$ cat config.mk
export PLATFORM = sky130hd
export DESIGN_NAME = serial_magnitude_comparator
export DESIGN_NICKNAME = d
export VERILOG_FILES = /design/src/rtl/serial_cmp_pkg.sv /design/src/rtl/comparator_4bit.sv /design/src/rtl/serial_magnitude_comparator.sv
export SDC_FILE = /design/constraint.sdc
export NUM_CORES = 1
export LEC_CHECK = 0
export ABC_AREA = 1
export CAP_MARGIN = 20
export CORE_MARGIN = 5
export CORE_UTILIZATION = 46
export CTS_CLUSTER_SIZE = 20
export DETAILED_ROUTE_END_ITERATION = 12
export PLACE_DENSITY = 0.76
export SLEW_MARGIN = 20
export SYNTH_ARGS = -nofsm -noshare
export SYNTH_HDL_FRONTEND = slang
export SYNTH_SLANG_ARGS = --single-unit
$ cat constraint.sdc
create_clock -name clk -period 2.6 [get_ports clk]
set_input_delay 0.65 -clock clk [delete_from_list [all_inputs] [get_ports clk]]
set_output_delay 0.65 -clock clk [all_outputs]
set_load 0.02 [all_outputs]
$ cat src/rtl/serial_cmp_pkg.sv
// serial_cmp_pkg: shared states, nibble width and RV32I branch funct3 codes for the serial comparator.
package serial_cmp_pkg;
  typedef enum logic [1:0] {IDLE, RUN, DONE} state_e;
  localparam int NIB_W = 4;
  localparam logic [2:0] F3_BEQ  = 3'b000;
  localparam logic [2:0] F3_BNE  = 3'b001;
  localparam logic [2:0] F3_BLT  = 3'b100;
  localparam logic [2:0] F3_BGE  = 3'b101;
  localparam logic [2:0] F3_BLTU = 3'b110;
  localparam logic [2:0] F3_BGEU = 3'b111;
  function automatic logic f3_signed(input logic [2:0] f3);
    return f3 == F3_BLT || f3 == F3_BGE;
  endfunction
  function automatic logic branch_taken_f(input logic [2:0] f3, input logic lt, input logic eq);
    case (f3)
      F3_BEQ:           return eq;
      F3_BNE:           return !eq;
      F3_BLT, F3_BLTU:  return lt;
      F3_BGE, F3_BGEU:  return !lt;
      default:          return 1'b0;
    endcase
  endfunction
endpackage

$ cat src/rtl/comparator_4bit.sv
// comparator_4bit: cascadable nibble comparator; a differing nibble decides, an equal one passes the cascade through.
module comparator_4bit (
  input  logic [3:0] a,
  input  logic [3:0] b,
  input  logic       in_gt,
  input  logic       in_lt,
  input  logic       in_eq,
  output logic       gt,
  output logic       lt,
  output logic       eq
);
  assign gt = (a > b) | ((a == b) & in_gt);
  assign lt = (a < b) | ((a == b) & in_lt);
  assign eq = (a == b) & in_eq;
endmodule

$ cat src/rtl/serial_magnitude_comparator.sv
// serial_magnitude_comparator: nibble-serial signed/unsigned magnitude compare, LSB nibble first.
// Optional SERIAL_CMP_BRANCH_EN adds funct3 input and branch_taken output for RV32I branches.
module serial_magnitude_comparator
  import serial_cmp_pkg::*;
#(
  parameter int WIDTH = 32
) (
  input  logic             clk,
  input  logic             reset,
`ifdef SERIAL_CMP_BRANCH_EN
  input  logic [2:0]       funct3,
  output logic             branch_taken,
`endif
  input  logic             start_valid,
  output logic             start_ready,
  input  logic [WIDTH-1:0] a,
  input  logic [WIDTH-1:0] b,
  input  logic             is_signed,
  output logic             result_valid,
  input  logic             result_ready,
  output logic             gt,
  output logic             lt,
  output logic             eq
);
  localparam int NIBBLES = WIDTH / NIB_W;
  localparam int CW = $clog2(NIBBLES);
  localparam logic [CW-1:0] LAST = CW'(NIBBLES - 1);

  state_e state_q, state_d;
  logic [CW-1:0] count_q, count_d;
  logic [WIDTH-1:0] a_q, a_d, b_q, b_d;
  logic sgn_q, sgn_d, gt_q, gt_d, lt_q, lt_d, eq_q, eq_d;
  logic sgn_in, last, bias, s_gt, s_lt, s_eq;
  logic [NIB_W-1:0] nib_a, nib_b;

`ifdef SERIAL_CMP_BRANCH_EN
  logic [2:0] f3_q, f3_d;
  logic unused_is_signed;
  assign unused_is_signed = is_signed;
  assign sgn_in = f3_signed(funct3);
  assign f3_d = (state_q == IDLE && start_valid) ? funct3 : f3_q;
  assign branch_taken = (state_q == DONE) & branch_taken_f(f3_q, lt_q, eq_q);
  always_ff @(posedge clk or posedge reset)
    if (reset) f3_q <= '0;
    else f3_q <= f3_d;
`else
  assign sgn_in = is_signed;
`endif

  assign last  = count_q == LAST;
  // Flipping the top bit of the MS nibble maps two's-complement order onto unsigned order.
  assign bias  = last & sgn_q;
  assign nib_a = a_q[NIB_W*count_q +: NIB_W] ^ {bias, 3'b000};
  assign nib_b = b_q[NIB_W*count_q +: NIB_W] ^ {bias, 3'b000};

  comparator_4bit u_slice (
    .a(nib_a), .b(nib_b),
    .in_gt(gt_q), .in_lt(lt_q), .in_eq(eq_q),
    .gt(s_gt), .lt(s_lt), .eq(s_eq)
  );

  assign start_ready  = state_q == IDLE;
  assign result_valid = state_q == DONE;
  assign gt = result_valid & gt_q;
  assign lt = result_valid & lt_q;
  assign eq = result_valid & eq_q;

  always_comb begin
    state_d = state_q;
    count_d = count_q;
    a_d = a_q;
    b_d = b_q;
    sgn_d = sgn_q;
    gt_d = gt_q;
    lt_d = lt_q;
    eq_d = eq_q;
    case (state_q)
      IDLE: if (start_valid) begin
        state_d = RUN;
        a_d = a;
        b_d = b;
        sgn_d = sgn_in;
        {gt_d, lt_d, eq_d} = 3'b001;
        count_d = '0;
      end
      RUN: begin
        {gt_d, lt_d, eq_d} = {s_gt, s_lt, s_eq};
        count_d = last ? '0 : count_q + CW'(1);
        state_d = last ? DONE : RUN;
      end
      DONE: state_d = result_ready ? IDLE : DONE;
      default: state_d = IDLE;
    endcase
  end

  always_ff @(posedge clk or posedge reset)
    if (reset) begin
      state_q <= IDLE;
      count_q <= '0;
      a_q <= '0;
      b_q <= '0;
      sgn_q <= 1'b0;
      gt_q <= 1'b0;
      lt_q <= 1'b0;
      eq_q <= 1'b0;
    end else begin
      state_q <= state_d;
      count_q <= count_d;
      a_q <= a_d;
      b_q <= b_d;
      sgn_q <= sgn_d;
      gt_q <= gt_d;
      lt_q <= lt_d;
      eq_q <= eq_d;
    end
endmodule

==> Word-level counts from Yosys, hierarchy flattened <==
Cells that the tools add are included.
{ "op_classes": {"n_eq_ne": 5, "order_cmp": 2, "mux": 12, "bitwise_logic": 11, "n_reduce_logical": 4, "shifts": 2, "n_addsub": 1} }
{ "op_table": {"columns": ["cell", "count"], "rows": [
  ["$shiftx A32 B6 Y4", 2],
  ["$xor A4 B4 Y4", 2],
  ["$and A1 B1 Y1", 7],
  ["$mux W2", 3],
  ["$mux W3", 2],
  ["$pmux W1 S2", 3],
  ["$pmux W2 S3", 1],
  ["$pmux W3 S2", 1],
  ["$eq A4 B4 Y1", 1],
  ["$gt A4 B4 Y1", 1],
  ["$lt A4 B4 Y1", 1],
  ["$reduce_and A2 Y1", 2],
  ["$add A3 B1 Y3 const B", 1],
  ["$eq A3 B3 Y1 const B", 1],
  ["$eq A2 B1 Y1 const B", 1],
  ["$eq A2 B2 Y1 const B", 1],
  ["$logic_not A2 Y1", 1],
  ["$mux W1", 2],
  ["$ne A2 B2 Y1 const B", 1],
  ["$or A1 B1 Y1", 2],
  ["$reduce_bool A2 Y1", 1]
]} }
{ "word_totals": {"inputBits": 69, "regBits": 73, "elab_cells": 45} }

==> Longest topological paths before layout <==
Gate-level depths: netlist (run 1).
{ "depth": {"word_depth": 7, "mapped_depth": 14, "mapped_depth_nobuf": 13} }

==> Hierarchy <==
A second synthesis (run 1) with hierarchy kept.
{ "unflattened": {"cells_unflattened": 397, "hier_area_um2": 3689.8} }
{ "modules_own_cells": {"columns": ["mod", "area_each_um2", "instances", "cells_each"], "rows": [
  ["serial_magnitude_comparator", 3547.2, 1, 372],
  ["comparator_4bit", 142.6, 1, 25]
]} }

==> Worst setup path before layout (run 1) <==
No wires, ideal clock.
{ "synth_path": {"kind": "reg2reg", "start": "register count_q[0]", "end": "register gt_q", "synth_period_minus_slack_ps": 1865, "t_required_ps": 2518, "path_buffers": 0, "arrival_time_ps": 1783, "slack_ps": 735, "stages_incl_launch_ff": 12, "path_cell_list": "dfrtp_1 -> ha_1 -> ha_1 -> nand2_1 -> nand3_1 -> nand2_1 -> inv_1 -> ha_1 -> nand2_1 -> o21ai_1 -> nand2_1 -> o22ai_1"} }
{ "synth_between": {"elab_chain_len": 7} }
{ "synth_lines": {"columns": ["element", "line_no", "source"], "rows": [
  ["start, declared", "serial_magnitude_comparator.sv:30", "logic [CW-1:0] count_q, count_d;"],
  ["start signal, assigned", "serial_magnitude_comparator.sv:108", "count_q <= count_d;"],
  ["parallel branches: the longest is 5 deep, another holds $gt A4 B4 Y1", null, null],
  ["$or A1 B1 Y1 (*)", "comparator_4bit.sv:12", "assign gt = (a > b) | ((a == b) & in_gt);"],
  ["$pmux W1 S2 (*)", "serial_magnitude_comparator.sv:77", "case (state_q)"],
  ["end signal, assigned", "serial_magnitude_comparator.sv:112", "gt_q <= gt_d;"],
  ["end, declared", "serial_magnitude_comparator.sv:32", "logic sgn_q, sgn_d, gt_q, gt_d, lt_q, lt_d, eq_q, eq_d;"]
]} }
Every way passes the cells marked *.
A chain may end at the register's enable or synchronous reset.

==> Worst setup path after layout (run 1) <==
{ "layout_path": {"start": "register state_q[0]", "end": "output port lt"} }
{ "layout_between": {"elab_chain_len": 2} }
{ "layout_lines": {"columns": ["element", "line_no", "source"], "rows": [
  ["start, declared", "serial_magnitude_comparator.sv:29", "state_e state_q, state_d;"],
  ["start signal, assigned", "serial_magnitude_comparator.sv:107", "state_q <= state_d;"],
  ["$eq A2 B2 Y1", "serial_magnitude_comparator.sv:63", "assign result_valid = state_q == DONE;"],
  ["$and A1 B1 Y1", "serial_magnitude_comparator.sv:65", "assign lt = result_valid & lt_q;"],
  ["end, declared", "serial_magnitude_comparator.sv:22", "output logic lt,"]
]} }
Every way passes these cells.

==> results.tsv, run 1 <==
stage	metric	value	unit
clock_tree	cts.sinks	73	
worst_setup_path	worst_setup_path_start_kind	register	
worst_setup_path	crit_path_end_kind	output pin	
logic_synthesis	synth_top_family_by_area	simple AND/OR/NAND/NOR gates	
detailed_routing	drtPass1Iterations	5	
worst_setup_path	path_cells	inv_1 > nand2_1 > nor2_1 > clkdlybuf4s50_1	
clock_tree	cts_resized	0	
worst_setup_path	arrival	1650	ps
die	die_h	97.4	µm
worst_setup_path	worst_ep_required_time	1950	ps
timing	grt_setup_unrepaired	false	
timing	fin_crit	2300	ps
logic_synthesis	yosys.area_share.adder	2.14	%
worst_setup_path	crit_fanout	5	
detailed_routing	vias_per_cell	4.81	
clock_tree	cts_hold_buffers	0	
clock_tree	clk_latency	350	ps
logic_synthesis	synth-edff-count	0	
die	initial_core_util	47.9	%
timing	period_share	88.4	%
detailed_routing	vias	2990	
logic_synthesis	synth.net_count	526	
worst_setup_path	crit_buf_inv	2	
logic_synthesis	synth-simple-area-share	25.4	%
logic_synthesis	synthMuxAreaShare	0	%
power	p_leak	2.23	nW
detailed_routing	drt_iter0_markers	212	
placement	dp_hpwl	5910	µm
logic_synthesis	yosys.area_share.xor_xnor	0	%
placement	port_buffers	73	
clock_tree	cts_tree	done	
grt	grt_pass1_wl	14300	µm
finish	fin_nets	594	
logic_synthesis	ys_ff_latch	73	
power	peakVddDrop	0.515	mV
logic_synthesis	async_flop_share	100	%
logic_synthesis	postSynthAreaPerCell	7.79	µm²
die	dieArea	9480	µm²
logic_synthesis	synth_warnings	0	
logic_synthesis	synth_compound_area_share	12.0	%
logic_synthesis	synth.distinct_cells	21	
timing	fin_skew	7.16	ps
logic_synthesis	synthFlopType	dfrtp_1	
clock_tree	htree_num_levels	3	
grt	antenna_found_initial	0	
timing	tightest_slew	426	ps
finish	drive_gt1_share	5.17	%
placement	dp.cells	607	
worst_setup_path	r2r_slack	380	ps
detailed_routing	drc	0	
clock_tree	cts_made_buffers	9	
grt	grt_max_degree	74	
grt	first_global_vias	2958	
worst_setup_path	cp_slowest_cell	clkdlybuf4s50_1	
detailed_routing	antenna_left	0	
detailed_routing	drt-total-wl	8250	µm
die	die_w	97.4	µm
logic_synthesis	seq_area_frac_synth	52.0	%
grt	grt_overflow	0	
timing	maxSlewViolCount	0	
clock_tree	post_cts_buffers	0	
finish	area_growth	28.2	%
timing	final_hold_viol_count	0	
grt	grtUsageTotal	18.5	%
die	pin_count	74	
power	power_density	1150	nW/µm²
detailed_routing	wire_per_inst	13.3	µm
finish	instances_no_fill	621	
logic_synthesis	syn_inst	451	
job	max-cap-violations	0	
timing	max_freq	0.435	GHz
placement	globalplace.congestion	0.871	
worst_setup_path	critPathKind	register to output pin	
die	core	7330	µm²
worst_setup_path	path_delay_family	buffers and inverters	
die	fp-row-count	31	
logic_synthesis	synth_area	3510	µm²
worst_hold_path	hold_path.class	register to register	
timing	setup_viol	0	
status	status	finished, final reports clean	
clock_tree	cts_buffer_depth	2	
clock_tree	clkTransAtPathRegs	70	ps
worst_setup_path	critPathMaxStageDelay	610	ps
finish	antenna-diode-count	0	
clock_tree	root_buffer	clkbuf_8	
timing	finalSetupTns	0	ps
timing	relSlewSlack	71.6	%
## cell families after synthesis
logic type	count (synthesis)
compound gates	80
fa+ha+maj	6
buf+inv	63
simple gates	229
flops	73
## metrics by stage
step	instance area, µm²	utilization (%)	total power, mW	hold slack [ps]	setup WS (ps)
floorplan	3510	-	3.69	444	96.7
global placement	4300	58.6	4.18	461	546
detailed placement	4300	58.6	4.27	461	406
CTS	4500	61.4	5.21	484	274
global route	4500	61.4	5.67	507	114
finish	4500	61.4	5.16	481	301
## area by class of cell
| cell class | instances | area [µm²] |
|---|---|---|
| Fill cell | 641 | 2830 |
| Inverter | 40 | 153 |
| Tap cell | 99 | 124 |
| Clock buffer | 12 | 165 |
| Sequential cell | 73 | 1830 |
| Multi-Input combinational cell | 315 | 1390 |
| Clock inverter | 2 | 37.5 |
| Timing Repair Buffer | 80 | 808 |
## synth_stat cells (2+ instances only)
cell type  count  area (µm²)
dfrtp_1       73        1830
nor2_1        24        90.1
a21oi_1        7        35.0
nand3_1       16        80.1
o22ai_1        6        37.5
buf_2          8        40.0
o21a_1         2        15.0
o21ai_0       31         155
buf_4         10        75.1
nor2_2         2        12.5
inv_1         38         143
o211ai_1       3        22.5
nand2_1      186         698
o21ai_1       31         155
clkbuf_2       3        15.0
ha_1           6        75.1
## worst register-to-register path: cells and delay by family (launching register included)
kind | cells | cell delay, ps
AND/OR/NAND/NOR | 8 | 730
AO/OA/AOI/OAI | 2 | 390
buffers and inverters | 2 | 350
adder cells (fa/ha/maj) | 1 | 280
flip-flops | 1 | 410
## placed cells by master, fill, tap and decap left out, drive strengths merged, types with 2 or more instances in the layout
cell type and count:
clkbuf 12, inv 40, buf 7, o21a 2, nand3 16, o22ai 6, dfrtp 73, a21oi 7
clkdlybuf4s50 73, ha 6, nand2 187, nor2 26, o21ai 62, o211ai 3
## final timing paths
path                                              from  cells after the start                     end
worst max-delay path            state_q[0]$_DFFE_PP0P_                      4                      lt
min in group asynchronous                        reset                      3  state_q[1]$_DFFE_PP0P_
max in group asynchronous                        reset                      3     a_q[10]$_DFFE_PP0P_
worst max register to register  count_q[0]$_DFFE_PP0P_                     13        gt_q$_DFFE_PP0P_
worst min register to register      b_q[2]$_DFFE_PP0P_                      2      b_q[2]$_DFFE_PP0P_
worst min-delay path                b_q[2]$_DFFE_PP0P_                      2      b_q[2]$_DFFE_PP0P_
## flip-flops by register name (all words and copies together) (netlist names)
| name | count |
|---|---|
| eq_q | 1 |
| sgn_q | 1 |
| a_q | 32 |
| count_q | 3 |
| gt_q | 1 |
| lt_q | 1 |
| b_q | 32 |
| state_q | 2 |
## per-layer routing
| layer | up-vias | routed length (µm) | global-route usage [%] |
|---|---|---|---|
| met3 | 11 | 554 | 5.03 |
| met2 | 100 | 3730 | 27.8 |
| li1 | 1548 | - | - |
| met1 | 1331 | 3820 | 25.5 |
| met4 | 0 | 150 | 7.03 |
| met5 | - | 0 | 0 |
## power by group
part	total [mW]	switching [mW]	leakage (nW)	internal, mW
combinational	2.27	1.36	1.22	0.907
clock	0.902	0.391	0.101	0.511
sequential	1.99	0.311	0.904	1.68
total	5.16	2.07	2.23	3.09
Note: power is estimated with default switching activity, not from simulation.
==> run 2, diff against run 1 <==
--- a/config.mk
+++ b/config.mk
@@ -11,7 +11,7 @@
 export CORE_UTILIZATION = 46
 export CTS_CLUSTER_SIZE = 20
 export DETAILED_ROUTE_END_ITERATION = 12
-export PLACE_DENSITY = 0.76
+export PLACE_DENSITY_LB_ADDON = 0.15
 export SLEW_MARGIN = 20
 export SYNTH_ARGS = -nofsm -noshare
 export SYNTH_HDL_FRONTEND = slang
==> results.tsv, run 2 (same netlist as run 1, synthesis figures left out) <==
stage	metric	value	unit	change
status	status	finished, final reports clean		unchanged
grt	grtUsageTotal	18.0	%	was 18.5%
clock_tree	clk_latency	350	ps	about the same
worst_setup_path	critPathLaunch	state_q[0]$_DFFE_PP0P_		unchanged
finish	fin_nets	595		was 594
worst_setup_path	rr_worst_depth	13		unchanged
power	clock_power_share	14.8	%	was 17.5%
clock_tree	cts_resized	0		unchanged
clock_tree	cts_tree	done		unchanged
power	power_density	1120	nW/µm²	was 1150 nW/µm²
timing	fin_crit	2320	ps	was 2300 ps
worst_hold_path	hold_path.class	register to register		unchanged
placement	dp_hpwl	5800	µm	was 5910 µm
die	dieArea	9480	µm²	unchanged
die	die_h	97.4	µm	unchanged
worst_setup_path	worst_ep_required_time	1950	ps	about the same
finish	most-common-layout-cells	nand2_1 (186), dfrtp_1 (73), clkdlybuf4s50_1 (73)		unchanged
timing	relSlewSlack	69.7	%	was 71.6%
placement	globalplace.congestion	0.778		was 0.871
timing	worst_slack	283	ps	was 301 ps
detailed_routing	drt_iter0_markers	134		was 212
clock_tree	root_buffer	clkbuf_8		unchanged
detailed_routing	antenna_left	0		unchanged
grt	first_global_vias	3064		was 2958
worst_setup_path	timing.critical_path.to	lt		unchanged
timing	maxSlewViolCount	0		unchanged
finish	antenna-diode-count	0		unchanged
finish	top_regs	a_q x32, b_q x32, count_q x3		unchanged
detailed_routing	wire_per_inst	13.0	µm	was 13.3 µm
detailed_routing	drtPass1Iterations	4		was 5
clock_tree	cts.sinks	73		unchanged
detailed_routing	vias_per_cell	4.94		was 4.81
worst_setup_path	arrival	1670	ps	was 1650 ps
power	total_power	4.98	mW	was 5.16 mW
finish	area_growth	27.0	%	was 28.2%
clock_tree	clkTransAtPathRegs	70	ps	about the same
clock_tree	cts_made_buffers	9		unchanged
clock_tree	cts_hold_buffers	0		unchanged
detailed_routing	drc	0		unchanged
finish	drive_gt1_share	5.14	%	was 5.17%
worst_setup_path	crit_path_end_kind	output pin		unchanged
clock_tree	post_cts_buffers	0		unchanged
power	p_int	2.93	mW	was 3.09 mW
timing	grt_setup_unrepaired	false		unchanged
power	peakVddDrop	0.486	mV	was 0.515 mV
placement	place_area	4310	µm²	was 4300 µm²
timing	final_hold_viol_count	0		unchanged
job	max-cap-violations	0		unchanged
timing	period_share	89.1	%	was 88.4%
timing	max_freq	0.432	GHz	was 0.435 GHz
finish	instances_no_fill	624		was 621
power	seqPwrFrac	39.5	%	was 38.5%
timing	hold_slack	480	ps	was 481 ps
worst_setup_path	crit_fanout	5		unchanged
clock_tree	cts_buffer_depth	2		unchanged
worst_setup_path	worstReg2RegStart	count_q[0]$_DFFE_PP0P_		unchanged
timing	finalSetupTns	0	ps	unchanged
grt	grt_pass1_wl	14300	µm	about the same
die	core	7330	µm²	unchanged
placement	pre_cts_slack	370	ps	was 406 ps
power	p_switching	2.05	mW	was 2.07 mW
grt	grt_max_degree	74		unchanged
placement	port_buffers	73		unchanged
detailed_routing	vias	3084		was 2990
timing	tightest_slew	455	ps	was 426 ps
finish	final_common_cell	nand2_1		unchanged
finish	fin_area	4460	µm²	was 4500 µm²
placement	dp.cells	608		was 607
worst_setup_path	critPathKind	register to output pin		unchanged
worst_setup_path	worst_setup_path_start_kind	register		unchanged
die	fp-row-count	31		unchanged
worst_setup_path	r2r_slack	340	ps	was 380 ps
clock_tree	htree_num_levels	3		unchanged
finish	fin_util	60.9	%	was 61.4%
grt	antenna_found_initial	0		unchanged
timing	setup_viol	0		unchanged
worst_setup_path	r2r-end	gt_q$_DFFE_PP0P_		unchanged
die	pin_count	74		unchanged
die	die_w	97.4	µm	unchanged
power	p_comb_share	45.7	%	was 44.0%
timing	fin_skew	4.73	ps	was 7.16 ps
power	p_leak	2.22	nW	was 2.23 nW
die	initial_core_util	47.9	%	unchanged
detailed_routing	drt-total-wl	8110	µm	was 8250 µm
grt	grt_overflow	0		unchanged
power	swShare	41.2	%	was 40.0%
finish	fill_cells	663		was 641
## run 2: changes by cell type in the layout (fill, tap and decap cells not counted)
cell,delta
clkinvlp_4,-1
buf_4,+1
clkbuf_8,-3
bufinv_16,-1
clkbuf_1,+3
clkinv_2,+4
## run 2: worst max-delay path, cell delays in order, from the launching register on
cell,delay [ps]
dfrtp_1,390
inv_1,80
nand2_1,120
nor2_1,120
clkdlybuf4s50_1,610
## run 2: how the worst min path moves through the flow
stage	startpoint	end	cells after the start	slack (ps)
CTS	a_q[25]$_DFFE_PP0P_	a_q[25]$_DFFE_PP0P_	2	480
global route	b_q[12]$_DFFE_PP0P_	b_q[12]$_DFFE_PP0P_	2	500
detailed placement	a_q[25]$_DFFE_PP0P_	a_q[25]$_DFFE_PP0P_	2	460
finish	a_q[25]$_DFFE_PP0P_	a_q[25]$_DFFE_PP0P_	2	480
floorplan	b_q[0]$_DFFE_PP0P_	b_q[0]$_DFFE_PP0P_	2	440
global placement	a_q[25]$_DFFE_PP0P_	a_q[25]$_DFFE_PP0P_	2	460
## run 2: power groups by stage
stage	registers (mW)	clock network, mW	logic (mW)
2_1_floorplan	1.86	0	1.83
4_1_cts	1.96	0.751	2.30
3_3_place_gp	1.97	0	2.23
3_5_place_dp	1.98	0	2.29
6_report	1.97	0.738	2.28
5_1_grt	2.03	0.805	2.65
## run 2: cell type report
cell class | count | area [µm²] | area share, %
Sequential cell | 73 | 1830 | 40.9
Multi-Input combinational cell | 315 | 1390 | 31.1
Timing Repair Buffer | 81 | 816 | 18.3
Inverter | 40 | 153 | 3.42
Clock buffer | 12 | 135 | 3.03
Tap cell | 99 | 124 | 2.78
Clock inverter | 4 | 20.0 | 0.449
## run 2: layer usage
layer  vias to the layer above  global-route usage [%]  wire length (µm)
li1                       1563                       -                 -
met5                         -                       0                 0
met2                        68                    26.6              3600
met3                        12                    3.88               377
met4                         0                    6.71               133
met1                      1441                    26.1              3990
==> run 3, diff against run 2 <==
--- a/config.mk
+++ b/config.mk
@@ -11,7 +11,9 @@
 export CORE_UTILIZATION = 46
 export CTS_CLUSTER_SIZE = 20
 export DETAILED_ROUTE_END_ITERATION = 12
+export GPL_TIMING_DRIVEN = 0
 export PLACE_DENSITY_LB_ADDON = 0.15
+export SETUP_SLACK_MARGIN = 0.2
 export SLEW_MARGIN = 20
 export SYNTH_ARGS = -nofsm -noshare
 export SYNTH_HDL_FRONTEND = slang
==> results.tsv, run 3 (same netlist as run 1, synthesis figures left out) <==
stage	metric	value	unit	change
worst_setup_path	crit_buf_inv	2		unchanged
finish	fill_cells	628		was 663
placement	pre_cts_slack	378	ps	was 370 ps
detailed_routing	drc	0		unchanged
detailed_routing	wire_per_inst	13.7	µm	was 13.0 µm
finish	fin_area	4630	µm²	was 4460 µm²
die	initial_core_util	47.9	%	unchanged
worst_hold_path	min_from	a_q[9]$_DFFE_PP0P_		was a_q[25]$_DFFE_PP0P_
placement	globalplace.congestion	0.817		was 0.778
worst_setup_path	r2r-end	gt_q$_DFFE_PP0P_		unchanged
power	power_density	1160	nW/µm²	was 1120 nW/µm²
worst_setup_path	arrival	1640	ps	was 1670 ps
timing	fin_crit	2290	ps	was 2320 ps
finish	fin_nets	612		was 595
status	status	finished, final reports clean		unchanged
worst_setup_path	worstReg2RegStart	count_q[1]$_DFFE_PP0P_		was count_q[0]$_DFFE_PP0P_
clock_tree	cts_tree	done		unchanged
timing	finalSetupTns	0	ps	unchanged
worst_setup_path	crit_fanout	5		unchanged
worst_hold_path	hold_path.class	register to register		unchanged
die	core	7330	µm²	unchanged
finish	drive_gt1_share	8.67	%	was 5.14%
worst_setup_path	r2r_slack	400	ps	was 340 ps
job	max-cap-violations	0		unchanged
placement	dp_hpwl	6450	µm	was 5800 µm
die	die_w	97.4	µm	unchanged
worst_hold_path	hold_end	a_q[9]$_DFFE_PP0P_		was a_q[25]$_DFFE_PP0P_
worst_setup_path	critPathMaxStageDelay	610	ps	about the same
detailed_routing	vias_per_cell	4.87		was 4.94
detailed_routing	drt_iter0_markers	186		was 134
timing	hold_slack	479	ps	was 480 ps
detailed_routing	vias	3122		was 3084
clock_tree	cts_made_buffers	9		unchanged
placement	place_area	4410	µm²	was 4310 µm²
timing	grt_setup_unrepaired	false		unchanged
grt	first_global_vias	3151		was 3064
clock_tree	htree_num_levels	3		unchanged
die	pin_count	74		unchanged
timing	final_hold_viol_count	0		unchanged
worst_setup_path	critPathKind	register to output pin		unchanged
grt	grt_overflow	0		unchanged
placement	dp.cells	625		was 608
clock_tree	clk_latency	350	ps	about the same
clock_tree	clkTransAtPathRegs	80	ps	was 70 ps
worst_setup_path	worst_ep_required_time	1950	ps	about the same
timing	fin_skew	9.40	ps	was 4.73 ps
detailed_routing	drtPass1Iterations	4		unchanged
timing	tightest_slew	427	ps	was 455 ps
timing	relSlewSlack	71.5	%	was 69.7%
die	dieArea	9480	µm²	unchanged
grt	grt_max_degree	36		was 74
grt	grt_pass1_wl	14700	µm	was 14300 µm
timing	maxSlewViolCount	0		unchanged
die	die_h	97.4	µm	unchanged
timing	max_freq	0.436	GHz	was 0.432 GHz
power	peakVddDrop	0.475	mV	was 0.486 mV
power	total_power	5.39	mW	was 4.98 mW
worst_setup_path	rr_worst_depth	12		was 13
clock_tree	root_buffer	clkbuf_8		unchanged
finish	area_growth	32.0	%	was 27.0%
clock_tree	post_cts_buffers	0		unchanged
finish	most-common-layout-cells	nand2_1 (186), dfrtp_1 (73), clkdlybuf4s50_1 (73)		unchanged
die	fp-row-count	31		unchanged
finish	final_common_cell	nand2_1		unchanged
clock_tree	cts.sinks	73		unchanged
worst_setup_path	worst_setup_path_start_kind	register		unchanged
finish	instances_no_fill	641		was 624
worst_hold_path	min_path_cells	2		unchanged
timing	worst_slack	305	ps	was 283 ps
timing	setup_viol	0		unchanged
finish	fin_util	63.2	%	was 60.9%
timing	period_share	88.3	%	was 89.1%
finish	antenna-diode-count	0		unchanged
detailed_routing	antenna_left	0		unchanged
clock_tree	cts_buffer_depth	2		unchanged
worst_setup_path	path_delay_family	buffers and inverters		unchanged
worst_setup_path	crit_path_end_kind	output pin		unchanged
worst_setup_path	cp_slowest_cell	clkdlybuf4s50_1		unchanged
grt	grtUsageTotal	19.0	%	was 18.0%
placement	port_buffers	73		unchanged
detailed_routing	drt-total-wl	8810	µm	was 8110 µm
power	p_leak	2.31	nW	was 2.22 nW
finish	top_regs	a_q x32, b_q x32, count_q x3		unchanged
worst_setup_path	path_cells	inv_1 > nand2_1 > nor2_1 > clkdlybuf4s50_1		unchanged
grt	antenna_found_initial	0		unchanged
[run 3: where the power goes]
group	internal, mW	switching (mW)
registers	1.67	0.254
clock network	0.520	0.433
logic	0.991	1.51
[run 3: repair_timing]
item | 4_1_cts | 5_1_grt
setup endpoints to repair | 0 | 2
gates resized for setup | 0 | 4
hold buffers | 0 | 0
[run 3: worst max-delay path by stage]
stage,slack [ps],startpoint,end,cells after the start
after floorplan,730,count_q[0]$_DFFE_PP0P_,gt_q$_DFFE_PP0P_,11
after CTS,280,state_q[0]$_DFFE_PP0P_,gt,4
after detailed placement,380,count_q[1]$_DFFE_PP0P_,gt_q$_DFFE_PP0P_,12
after global placement,270,reset,b_q[21]$_DFFE_PP0P_,2
after global routing,220,state_q[0]$_DFFE_PP0P_,eq,4
final,310,state_q[0]$_DFFE_PP0P_,lt,4
[run 3: worst register-to-register path, stage by stage, from the launching register on]
cell and delay, ps:
dfrtp_1 390, clkbuf_2 180, inv_1 310, nand3_1 130, nand3_1 130, nand3_1 90
nand2_1 70, inv_1 40, ha_1 280, nand2_1 80, o21ai_2 190, nand2_1 90
o22ai_1 140
[run 3: layout make-up]
type,instances,area (µm²),share of cell area (%)
plain buffers,23,150,3.24
clock buffers,12,165,3.56
clock inverters,4,50.0,1.08
inverters,40,156,3.37
multi-input cells,315,1390,30.0
flip-flops and latches,73,1830,39.4
well taps,99,124,2.67
repair buffers,75,771,16.6
[run 3: metal layers]
| layer | track usage [%] | share of wire [%] | vias to the layer above |
|---|---|---|---|
| met2 | 29.9 | 46 | 91 |
| met3 | 4.02 | 4.8 | 12 |
| li1 | - | - | 1586 |
| met5 | 0 | 0 | - |
| met1 | 25.7 | 48 | 1433 |
| met4 | 7.03 | 2.1 | 0 |
